File: src/rtl/alu_input_seq.sv
// alu_input_seq: operand-entry front end for the 4-bit ALU.
// Collects operand A, operand B and the opcode from the board switches on
// debounced enter presses. It then issues one request over a valid/ready
// handshake, waits for the result pulse (with a timeout), and holds the
// result for the seven-segment path.
//
// Ports:
//   clk, rst             clock, synchronous active-high reset
//   sw[3:0], sw_op[2:0]  raw operand / opcode switches
//   btn_enter, btn_clr   raw buttons, asynchronous to clk
//   alu_a/alu_b/alu_op   request payload, stable while alu_valid is high
//   alu_valid/alu_ready  request handshake
//   alu_result/rvalid    result return, rvalid is a one-cycle pulse
//   disp_val[3:0]        value shown on the display (combinational mux)
//   disp_stage[1:0]      0=A, 1=B, 2=OP, 3=RESULT
//   err                  response timeout, sticky until clear or next issue
//   busy                 request outstanding (ISSUE or WAIT)

// Button conditioner: 2-flop synchronizer, stable-count debouncer and a
// rising-edge press pulse.
//   clk, rst  clock, synchronous active-high reset
//   raw       raw button level
//   press     one-cycle pulse on the debounced 0->1 transition
module alu_input_seq_debounce #(
    parameter int unsigned DEBOUNCE_CYCLES = 16
) (
    input  logic clk,
    input  logic rst,
    input  logic raw,
    output logic press
);
    localparam int unsigned CW = (DEBOUNCE_CYCLES > 1) ? $clog2(DEBOUNCE_CYCLES) : 1;
    localparam logic [CW-1:0] CNT_LAST = CW'(DEBOUNCE_CYCLES - 1);

    logic [1:0]    sync_q;
    logic          sync;
    logic          level;
    logic          armed;
    logic [CW-1:0] cnt;

    // Synchronizer is left out of reset so it keeps tracking the pin
    // through a reset pulse; that is what lets a button held across reset
    // be recognised as still held.
    always_ff @(posedge clk) begin
        sync_q <= {sync_q[0], raw};
    end

    assign sync = sync_q[1];

    // armed records that the button has been seen released since reset, so
    // a button held down through reset never produces a press.
    always_ff @(posedge clk) begin
        if (rst) begin
            level <= 1'b0;
            cnt   <= '0;
            armed <= 1'b0;
            press <= 1'b0;
        end else begin
            press <= 1'b0;
            if (!sync) begin
                armed <= 1'b1;
            end
            if (sync != level) begin
                if (cnt == CNT_LAST) begin
                    level <= sync;
                    cnt   <= '0;
                    press <= sync & armed;
                end else begin
                    cnt <= cnt + CW'(1);
                end
            end else begin
                cnt <= '0;
            end
        end
    end
endmodule

module alu_input_seq #(
    parameter int unsigned DEBOUNCE_CYCLES = 16,
    parameter int unsigned TIMEOUT         = 64   // must be >= 2
) (
    input  logic       clk,
    input  logic       rst,
    input  logic [3:0] sw,
    input  logic [2:0] sw_op,
    input  logic       btn_enter,
    input  logic       btn_clr,
    output logic [3:0] alu_a,
    output logic [3:0] alu_b,
    output logic [2:0] alu_op,
    output logic       alu_valid,
    input  logic       alu_ready,
    input  logic [3:0] alu_result,
    input  logic       alu_rvalid,
    output logic [3:0] disp_val,
    output logic [1:0] disp_stage,
    output logic       err,
    output logic       busy
);
    localparam int unsigned TW = $clog2(TIMEOUT);
    localparam logic [TW-1:0] WAIT_LAST = TW'(TIMEOUT - 1);

    typedef enum logic [2:0] {GET_A, GET_B, GET_OP, ISSUE, WAIT, SHOW} state_t;

    state_t        state, state_n;
    logic          enter_press, clr_press;
    logic [3:0]    result, result_n;
    logic [3:0]    a_n, b_n;
    logic [2:0]    op_n;
    logic          err_n, valid_n, busy_n;
    logic [1:0]    stage_n;
    logic [TW-1:0] wcnt, wcnt_n;

    alu_input_seq_debounce #(.DEBOUNCE_CYCLES(DEBOUNCE_CYCLES)) u_db_enter (
        .clk   (clk),
        .rst   (rst),
        .raw   (btn_enter),
        .press (enter_press)
    );

    alu_input_seq_debounce #(.DEBOUNCE_CYCLES(DEBOUNCE_CYCLES)) u_db_clr (
        .clk   (clk),
        .rst   (rst),
        .raw   (btn_clr),
        .press (clr_press)
    );

    always_ff @(posedge clk) begin
        if (rst) begin
            state      <= GET_A;
            alu_a      <= '0;
            alu_b      <= '0;
            alu_op     <= '0;
            alu_valid  <= 1'b0;
            result     <= '0;
            err        <= 1'b0;
            busy       <= 1'b0;
            disp_stage <= '0;
            wcnt       <= '0;
        end else begin
            state      <= state_n;
            alu_a      <= a_n;
            alu_b      <= b_n;
            alu_op     <= op_n;
            alu_valid  <= valid_n;
            result     <= result_n;
            err        <= err_n;
            busy       <= busy_n;
            disp_stage <= stage_n;
            wcnt       <= wcnt_n;
        end
    end

    // Registered status outputs are derived from the next state so they
    // always agree with the state register in the same cycle.
    always_comb begin
        state_n  = state;
        a_n      = alu_a;
        b_n      = alu_b;
        op_n     = alu_op;
        result_n = result;
        err_n    = err;
        wcnt_n   = wcnt;

        if (clr_press) begin
            state_n  = GET_A;
            a_n      = '0;
            b_n      = '0;
            op_n     = '0;
            result_n = '0;
            err_n    = 1'b0;
        end else begin
            case (state)
                GET_A: if (enter_press) begin
                    a_n     = sw;
                    state_n = GET_B;
                end
                GET_B: if (enter_press) begin
                    b_n     = sw;
                    state_n = GET_OP;
                end
                GET_OP: if (enter_press) begin
                    op_n    = sw_op;
                    err_n   = 1'b0;
                    state_n = ISSUE;
                end
                ISSUE: if (alu_valid && alu_ready) begin
                    wcnt_n = '0;
                    if (alu_rvalid) begin
                        result_n = alu_result;
                        state_n  = SHOW;
                    end else begin
                        state_n = WAIT;
                    end
                end
                WAIT: begin
                    if (alu_rvalid) begin
                        result_n = alu_result;
                        state_n  = SHOW;
                    end else if (wcnt == WAIT_LAST) begin
                        err_n    = 1'b1;
                        result_n = '0;
                        state_n  = SHOW;
                    end else begin
                        wcnt_n = wcnt + TW'(1);
                    end
                end
                SHOW: if (enter_press) begin
                    state_n = GET_A;
                end
                default: state_n = GET_A;
            endcase
        end

        valid_n = (state_n == ISSUE);
        busy_n  = (state_n == ISSUE) || (state_n == WAIT);
        case (state_n)
            GET_A:   stage_n = 2'd0;
            GET_B:   stage_n = 2'd1;
            GET_OP:  stage_n = 2'd2;
            default: stage_n = 2'd3;
        endcase
    end

    always_comb begin
        case (state)
            GET_A, GET_B: disp_val = sw;
            GET_OP:       disp_val = {1'b0, sw_op};
            SHOW:         disp_val = result;
            default:      disp_val = '0;
        endcase
    end
endmodule
File: config.mk
export PLATFORM = sky130hd
export DESIGN_NAME = alu_input_seq
export DESIGN_NICKNAME = d
export VERILOG_FILES = /design/src/rtl/alu_input_seq.sv
export SDC_FILE = /design/constraint.sdc
export NUM_CORES = 1
export LEC_CHECK = 0
export BUFFER_PORTS_ARGS = -buffer_cell sky130_fd_sc_hd__buf_4
export CAP_MARGIN = 20
export CORE_MARGIN = 3
export CORE_UTILIZATION = 54
export CTS_CLUSTER_SIZE = 10
export DETAILED_ROUTE_END_ITERATION = 10
export GPL_ROUTABILITY_DRIVEN = 0
export HOLD_SLACK_MARGIN = 0.03
export PLACE_DENSITY = 0.78
export SLEW_MARGIN = 10
export SYNTH_ARGS = -nofsm -noshare
export SYNTH_HDL_FRONTEND = slang
export SYNTH_SLANG_ARGS = --single-unit
export TNS_END_PERCENT = 10
File: constraint.sdc
create_clock -name clk -period 2.2 [get_ports clk]
set_input_delay 0.11 -clock clk [delete_from_list [all_inputs] [get_ports clk]]
set_output_delay 0.11 -clock clk [all_outputs]
set_load 0.02 [all_outputs]
-- Word-level counts from Yosys, hierarchy flattened
Index checks and enable logic that the tools add are counted.
- reductions and logical operators: 20
- add/sub/neg operators: 3
- bitwise gates (word level): 7
- eq/ne operators: 21
- muxes and demuxes: 25
- operators with widths (cell ; count):
    $mux W3 ; 8
    $mux W6 ; 3
    $pmux W3 S6 ; 1
    $mux W4 ; 4
    $eq A3 B2 Y1 const B ; 4
    $pmux W4 S3 ; 1
    $pmux W6 S2 ; 1
    $reduce_or A3 Y1 ; 4
    $ne A2 B2 Y1 const B ; 5
    $reduce_and A2 Y1 ; 5
    $eq A3 B3 Y1 const B ; 3
    $add A4 B1 Y4 const B ; 2
    $eq A4 B4 Y1 const B ; 2
    $pmux W4 S2 ; 1
    $reduce_and A4 Y1 ; 2
    $add A6 B1 Y6 const B ; 1
    $eq A3 B1 Y1 const B ; 2
    $eq A6 B6 Y1 const B ; 1
    $logic_not A3 Y1 ; 2
    $pmux W2 S3 ; 1
    $not A1 Y1 ; 5
    $reduce_and A5 Y1 ; 1
    $mux W1 ; 4
    $reduce_bool A2 Y1 ; 2
    8 further kinds ; 11
- input bits: 17
- bits in registers: 47
- output and inout port bits: 20
- word-level logic and storage cells: 96

-- Depth between registers and ports, before layout
Gate-level depths: netlist of the first run.
- depth in word-level cells: 7
- depth in mapped cells: 6

-- By module
A second synthesis of the first run with hierarchy kept.
- cells, all modules: 219
- area, all modules: 2006.9 um2
- by module, submodules not included (module ; times used ; area each (um2) ; cells an instance):
    alu_input_seq ; 1 ; 1431.4 ; 165
    alu_input_seq_debounce ; 2 ; 287.8 ; 27

-- Worst setup path after synthesis of the first run
Ideal clock, no wire load.
- path type: flip-flop to flip-flop
- start point: register state[1]
- end point: register wcnt[5]
- library setup time: 0.122 ns
- cell stages (with the launch flop): 6
- required time: 2.078 ns
- arrival time: 1.555 ns
- slack: 0.522 ns
- period minus slack after synthesis: 1.678 ns
- path through: dfxtp_1 > buf_6 > or4b_4 > a311oi_4 > o2111ai_2 > mux2i_1
- cells in the longest elaborated chain, start to end: 3
- elaborated cells between the ends (all ways): 8
- classes of those cells: eq/ne (5); mux (1); reduce/logical (2)
- RTL lines (element ; RTL line ; text):
    start, declared ; 105 ; state_t state, state_n;
    start signal, assigned ; 141 ; state <= state_n;
    $eq A3 B3 Y1 or $eq A3 B2 Y1 (tied branches) ; 173 ; case (state)
    $ne A2 B2 Y1 (no line) or $reduce_bool A2 Y1 (tied branches) ; n/a ;
    $reduce_and A5 Y1 (no line) ; n/a ;
    end signal, assigned ; 150 ; wcnt <= wcnt_n;
    end, declared ; 112 ; logic [TW-1:0] wcnt, wcnt_n;
Parallel ways exist; a longest one is shown, timed or not.
A chain may end at the register's enable or synchronous reset.

-- Final worst setup path of the first run
- start point: register state[0]
- end point: register result[2]
- cells in the longest elaborated chain, start to end: 3
- elaborated cells between the ends (all ways): 8
- classes of those cells: eq/ne (5); mux (1); reduce/logical (2)
- RTL lines (element ; RTL line ; text):
    $eq A3 B3 Y1 or $eq A3 B2 Y1 (tied branches) ; 173 ;
    $ne A3 B3 Y1 (no line), or another cell as far along ; n/a ;
    $reduce_and A4 Y1 (no line) ; n/a ;
    end signal, assigned ; 146 ; result <= result_n;
    end, declared ; 107 ; logic [3:0] result, result_n;
Parallel ways exist; a longest one is shown, timed or not.

==> summary.md, run 1 <==
| Metric | Value |
|---|---|
| Die height | between 60 and 70 µm |
| Post-synthesis cell type count | 44 |
| Nets@finish | between 200 and 300 |
| Largest net degree at the start of global routing | 19 |
| Initial antenna violation count | 0 |
| Vias in the first global route | 1452 |
| Die Span X | 66.9 µm |
| Tmin final | approximately 1.8 ns |
| Max VDD drop | 0.000549 V |
| Post-synth top flop | dfxtp_1 |
| Initial Utilization | between 50% and 60% |
| Synth Area in Compound Gates | 15.9% |
| Site row count | 21 |
| Die area | 4470 µm² |
| Drt drc | 0 |
| Critical path launch point type | flop |
| Grt ovf | 0 |
| Simple-gate area share of the yosys netlist | ~23% |
| CORE AREA | roughly 3400 µm² |
| Share of cells above drive strength 1 | 21.1% |
| Synth top area share | 47.0% |
| CP startpoint | state[0]$_SDFF_PP0_ |
| Period utilisation layout | 82.2% |
| First-pass GRT wire length | 6400 µm |
| Multiplexer share of the synthesized area | 6.00% |
| Synth async-reset ratio | 0% |
| Skew final | 0.00292 ns |
| Max Freq | 0.553 GHz |
| Worst Hold Class | primary input to flop |
| TritonCTS clock tree | done |
| Final Setup Violations | 0 |
| DR vias/cell | between 5 and 6 |
| Num ports | 37 |
| Post-Synthesis Cells | about 220 |
| Final total power | 1430 µW |
| Clk slew on worst S/H paths | 0.08 ns |
| Post-route ant nets | 0 |
| Antenna Diode Count | 0 |
| Max-Cap Viols | 0 |
| Adder-cell share of the synthesized area | 1.88% |
| Setup TNS | 0 ns |
| Worst path max stage delay | 0.61 ns |
| Final hold violations | 0 |
| Status | finished, final reports clean |
| Place WS | 0.436 ns |
| Total track usage | 19.0% |
| HPWL after DPL | 2920 µm |
| FF-to-FF path depth | 4 |
| Final Max Tran Viols | 0 |
| Reg2reg end | result[2]$_SDFFE_PP0P_ |
| Post-synth EDFFs | 0 |
| CP Capture Type | flop |
| Slowest CP cell | dfxtp_1 |
| Critical Path AT | 1.99 ns |
| Max clock buf depth | 2 |
| WP data required | 2.38 ns |
| CTS H-tree depth | 2 |
| Largest cells by area after synthesis | dfxtp_1 (47%), mux2i_1 (6.0%), nor2_1 (3.8%) |
| Starting DRC count in detailed routing | roughly 160 |
| Synth Area in XOR/XNOR | 2.62% |
| Clk Latency, worst-skew pair | 0.29 ns |
| Clock Sinks | 47 |
| Mapped cell area | 2000 µm² |
| Via Count | 1649 |
| Synth area leader | dfxtp_1 |
| End point of the critical path | result[2]$_SDFFE_PP0P_ |
| Max Fanout on Critical Path | 14 |
| Flop-to-flop setup slack | slightly below 0.4 ns |
| Setup CP Type | flop to flop |
| Routed length per placed instance | roughly 13 µm |
| Most instantiated cells after synthesis | dfxtp_1 (47), nor2_1 (20), nand2_1 (18), a21oi_1 (13) |
| Yosys reg bits | 47 |
| Pleak | 0.000987 µW |
| RSZ-0062 raised after global routing | false |
| Inserted Clock Buffers | 5 |
| Routed WL | 3950 µm |
| P&R area growth vs syn | 20.6% |
| Setup ws final | 0.392 ns |
| Syn nets | 238 |
| I/O Buffers | 36 |
| Syn Area/Cell | 9.18 µm² |
| Post-synthesis sequential area ratio | between 40% and 50% |
| Slew @ Worst Pin | 0.507 ns |
| Critical Path, Cell by Cell | nand3_1 -> nor2_1 -> o21ba_2 -> o21ai_1 |
| Root Driver | clkbuf_8 |
| Yosys warns | 0 |
| Post-CTS Setup Bufs | 0 |
| Pre-antenna DRT Iters | 4 |
| Power Dens Cells | 592 nW/µm² |
| Worst r2r src | state[0]$_SDFF_PP0_ |
| Largest family of logic cells by synthesized area | simple AND/OR/NAND/NOR gates |
| Count leader, synth | dfxtp_1 |
| Slew Limit Headroom | 66.1% |
[worst max-delay path, delay by kind of cell (launching register included)]
kind | cells | cell delay (ns)
and+or+nand+nor | 2 | 0.77
DFF | 1 | 0.61
AOI/OAI and AO/OA | 2 | 0.32
[placed cells by master (no fill, tap or decap), types with 2 or more instances in the layout]
| cell | n |
|---|---|
| xnor2_1 | 4 |
| buf_4 | 41 |
| nand2_1 | 18 |
| or3_1 | 4 |
| xor2_1 | 2 |
| a31oi_1 | 3 |
| nor3_1 | 6 |
| dlygate4sd3_1 | 2 |
| nand2b_1 | 6 |
| o21ai_0 | 6 |
| a21oi_1 | 13 |
| mux2i_1 | 12 |
| dfxtp_1 | 47 |
| a311oi_1 | 2 |
| o21ai_1 | 5 |
| clkbuf_8 | 5 |
| inv_1 | 5 |
| ha_1 | 3 |
| nor2b_1 | 4 |
| nor4_1 | 2 |
| and3_1 | 5 |
| nor2_1 | 20 |
| nand4b_1 | 2 |
| nor3b_1 | 2 |
| nand3_1 | 12 |
| o2111ai_1 | 4 |
[area by class of cell]
type,count,area [µm²]
clock inverter,2,12.5
clock buffer,6,72.6
tap,46,57.6
inverter,5,18.8
sequential,47,941
multi-input combinational,153,985
timing repair buffer,43,328
fill,284,1030
[report_power, final]
part           switching, µW  total, µW  internal (µW)
clock network            264        486            222
logic                   38.2       76.9           38.7
registers               5.88        866            860
[layer usage]
metal	vias up	part of all wire (%)	GRT usage, %
li1	850	-	-
met1	748	45	23.2
met2	41	48	30.0
met3	10	5.0	5.40
met4	0	2.4	10.4
met5	-	0	0
[worst min-delay path by stage]
stage	start	depth (start not counted)	to	slack (ns)
global placement	btn_clr	1	u_db_clr.sync_q[0]$_DFF_P_	0.21
floorplan	btn_clr	0	u_db_clr.sync_q[0]$_DFF_P_	0.14
CTS	sw[3]	3	alu_a[3]$_SDFFE_PP0P_	0.07
detailed placement	btn_clr	1	u_db_clr.sync_q[0]$_DFF_P_	0.22
finish	sw[3]	3	alu_a[3]$_SDFFE_PP0P_	0.07
global route	sw[3]	3	alu_a[3]$_SDFFE_PP0P_	0.09
[state kept, by name, indices dropped and copies added (netlist names), 2 cells and up]
signal             flops
u_db_clr.cnt           4
result                 4
u_db_enter.cnt         4
alu_op                 3
state                  3
alu_b                  4
disp_stage             2
wcnt                   6
alu_a                  4
u_db_enter.sync_q      2
u_db_clr.sync_q        2
[cell families after synthesis]
logic type	count (synthesis)
xor+xnor	6
fa+ha+maj	3
flops	47
buf+inv	18
simple gates	87
mux	12
compound gates	45
[per-stage QoR]
step	utilization (%)	cell area, µm²	hold slack [ns]	std cells
2_1_floorplan	-	2000	0.138	218
3_3_place_gp	67.1	2310	0.214	292
3_5_place_dp	67.1	2310	0.215	292
4_1_cts	70.2	2410	0.0658	302
5_1_grt	70.2	2410	0.0885	302
6_report	70.2	2410	0.0730	302
[what timing repair did]
item | in CTS | in global routing
endpoints found under the hold margin | 2 | 0
gates resized for setup | 0 | 0
hold buffers | 2 | 0
Power figures use the tool's default switching activity.
==> run 2, diff against run 1 <==
- ABC_AREA: default -> 1
- clock period: 2.2 -> 1.9 ns (I/O delays scaled with it)
==> summary.md, run 2 <==
| Metric | Value |
|---|---|
| I/O Buffers | 36 |
| RSZ-0062 raised after global routing | false |
| Inserted Clock Buffers | 5 |
| Max VDD drop | ~0.00058 V |
| Post-synth EDFFs | 0 |
| Tmin final | 1.70 ns |
| First-pass GRT wire length | 6900 µm |
| Number of flip-flops in the largest register | 6 |
| Most instantiated cells after synthesis | nand2_1 (55), nor2_1 (48), dfxtp_1 (47), inv_1 (32), o21ai_0 (17) |
| Critical path launch point type | flop |
| HPWL after DPL | 3020 µm |
| Cts hold-fix bufs | 10 |
| Period utilisation layout | 89.3% |
| Mapped cell area | between 1500 and 2000 µm² |
| Synth top area share | 48.0% |
| Post-CTS Resized | 0 |
| Worst hold slack | 0.0867 ns |
| Clk Latency, worst-skew pair | 0.36 ns |
| Post-synth top flop | dfxtp_1 |
| Initial Utilization | 57.4% |
| Yosys warns | 0 |
| Post-route ant nets | 0 |
| Final hold violations | 0 |
| Total track usage | 20.7% |
| Initial antenna violation count | 0 |
| Routed WL | 4060 µm |
| Die area | about 4400 µm² |
| Syn nets | 286 |
| Skew final | 0.00658 ns |
| DR vias/cell | about 4.9 |
| Synth async-reset ratio | 0% |
| CP Capture Type | primary output |
| Final Max Tran Viols | 0 |
| P&R area growth vs syn | 24.5% |
| Largest net degree at the start of global routing | 15 |
| Max clock buf depth | 2 |
| Post-Synthesis Cells | between 200 and 300 |
| WP data required | 1.80 ns |
| Worst Hold Class | primary input to flop |
| CORE AREA | 3420 µm² |
| Slew Limit Headroom | 78.0% |
| Multi-input gate area | 875 µm² |
| Critical Path AT | 1.60 ns |
| Count leader, synth | nand2_1 |
| Drt drc | 0 |
| Starting DRC count in detailed routing | 78 |
| Commonest non-fill, non-tap cell in the layout | nand2_1 |
| Via Count | 1800 |
| Pre-antenna DRT Iters | 4 |
| Place WS | roughly 0.42 ns |
| Grt ovf | 0 |
| Slew @ Worst Pin | 0.330 ns |
| Max Freq | a little under 0.6 GHz |
| Pleak | between 0.001 and 0.0015 µW |
| Most frequent cells in the layout | nand2_1 (55), nor2_1 (48), dfxtp_1 (47), buf_4 (37), inv_1 (32) |
| Routed length per placed instance | 11.1 µm |
| Site row count | 21 |
| Die Span X | 66.2 µm |
| Num ports | 37 |
| Clock Sinks | 47 |
| TritonCTS clock tree | done |
| Post-CTS Setup Bufs | 0 |
| Max-Cap Viols | 0 |
| Final total power | 1560 µW |
| Post-synthesis cell type count | 26 |
| Antenna Diode Count | 0 |
| Final Setup Violations | 0 |
| Post-synthesis sequential area ratio | slightly below 50% |
| Max Fanout on Critical Path | 6 |
| Share of cells above drive strength 1 | 18.5% |
| Setup ws final | just over 0.2 ns |
| Clk slew on worst S/H paths | 0.13 ns |
| Nets@finish | 338 |
| Die height | around 66 µm |
| Largest cells by area after synthesis | dfxtp_1 (48%), nand2_1 (11%), nor2_1 (9.2%) |
| Setup TNS | 0 ns |
| Reg with most FFs | wcnt |
| Syn Area/Cell | 7.37 µm² |
| Status | finished, final reports clean |
| Root Driver | clkbuf_4 |
| Reg area | about 940 µm² |
| Synth area leader | dfxtp_1 |
| Setup CP Type | flop to primary output |
| Power Dens Cells | 638 nW/µm² |
| Filler Cells Inserted | 304 |
| CTS H-tree depth | 2 |
| Vias in the first global route | between 1500 and 2000 |
| Yosys reg bits | 47 |
-- run 2: cell count changes after synthesis, moves of 5 or more --
| cell | delta |
|---|---|
| o21ai_0 | +11 |
| o21ai_1 | -5 |
| mux2i_1 | -12 |
| nor2_1 | +28 |
| clkbuf_1 | -10 |
| nand2_1 | +37 |
| inv_1 | +27 |
| nor3_1 | -6 |
| nand2b_1 | -6 |
-- run 2: routing by layer --
metal / part of all wire (%) / routed length (µm) / vias to the layer above / GRT usage (%)
met4: 2.4 / 99 / 0 / 10.7
li1: - / - / 940 / -
met5: 0 / 0 / - / 0
met1: 47 / 1900 / 794 / 24.3
met3: 5.5 / 224 / 11 / 6.46
met2: 45 / 1840 / 55 / 33.6
-- run 2: kinds of logic after synthesis --
kind of cell,count (synthesis),synth area share [%]
DFF,47,48.0
AOI/OAI and AO/OA,39,10.7
and+or+nand+nor,132,28.9
adders and majority gates,3,1.92
buffers and inverters,38,7.34
xor gates and xnor gates,7,3.13
-- run 2: layout make-up --
type	count	area share, %
repair buffers	47	15.5
clock inverters	2	0.513
well taps	46	2.36
multi-input cells	181	35.8
clock buffers	6	1.69
flip-flops and latches	47	38.6
inverters	36	5.54
-- run 2: worst max-delay path: stages, from the launching register on --
cell and delay (ns):
dfxtp_1 0.54, inv_2 0.12, nand3_1 0.15, inv_1 0.08, nand2_1 0.08, o211ai_1 0.09
buf_4 0.17
-- run 2: power by group --
part | switching, µW | internal, µW | total [µW]
registers | 6.30 | 997 | 1000
logic | 47.2 | 54.4 | 102
clock network | 309 | 143 | 452
-- run 2: worst paths after layout --
path                                                endpoint                         start  slack, ns  depth (start not counted)
worst max-delay path                             disp_val[1]           state[2]$_SDFF_PP0_       0.20                          6
worst max register to register          wcnt[0]$_SDFFE_PP0P_          wcnt[0]$_SDFFE_PP0P_       0.38                          8
worst min-delay path                  result[3]$_SDFFE_PP0P_                 alu_result[3]       0.09                          5
worst min register to register  u_db_enter.sync_q[1]$_DFF_P_  u_db_enter.sync_q[0]$_DFF_P_       0.34                          0
-- run 2: through the flow --
step	instances	utilization (%)	instance area [µm²]
floorplan	266	-	1960
global placement	347	66.9	2290
detailed placement	347	66.9	2290
CTS	365	71.4	2440
global route	365	71.4	2440
finish	365	71.4	2440
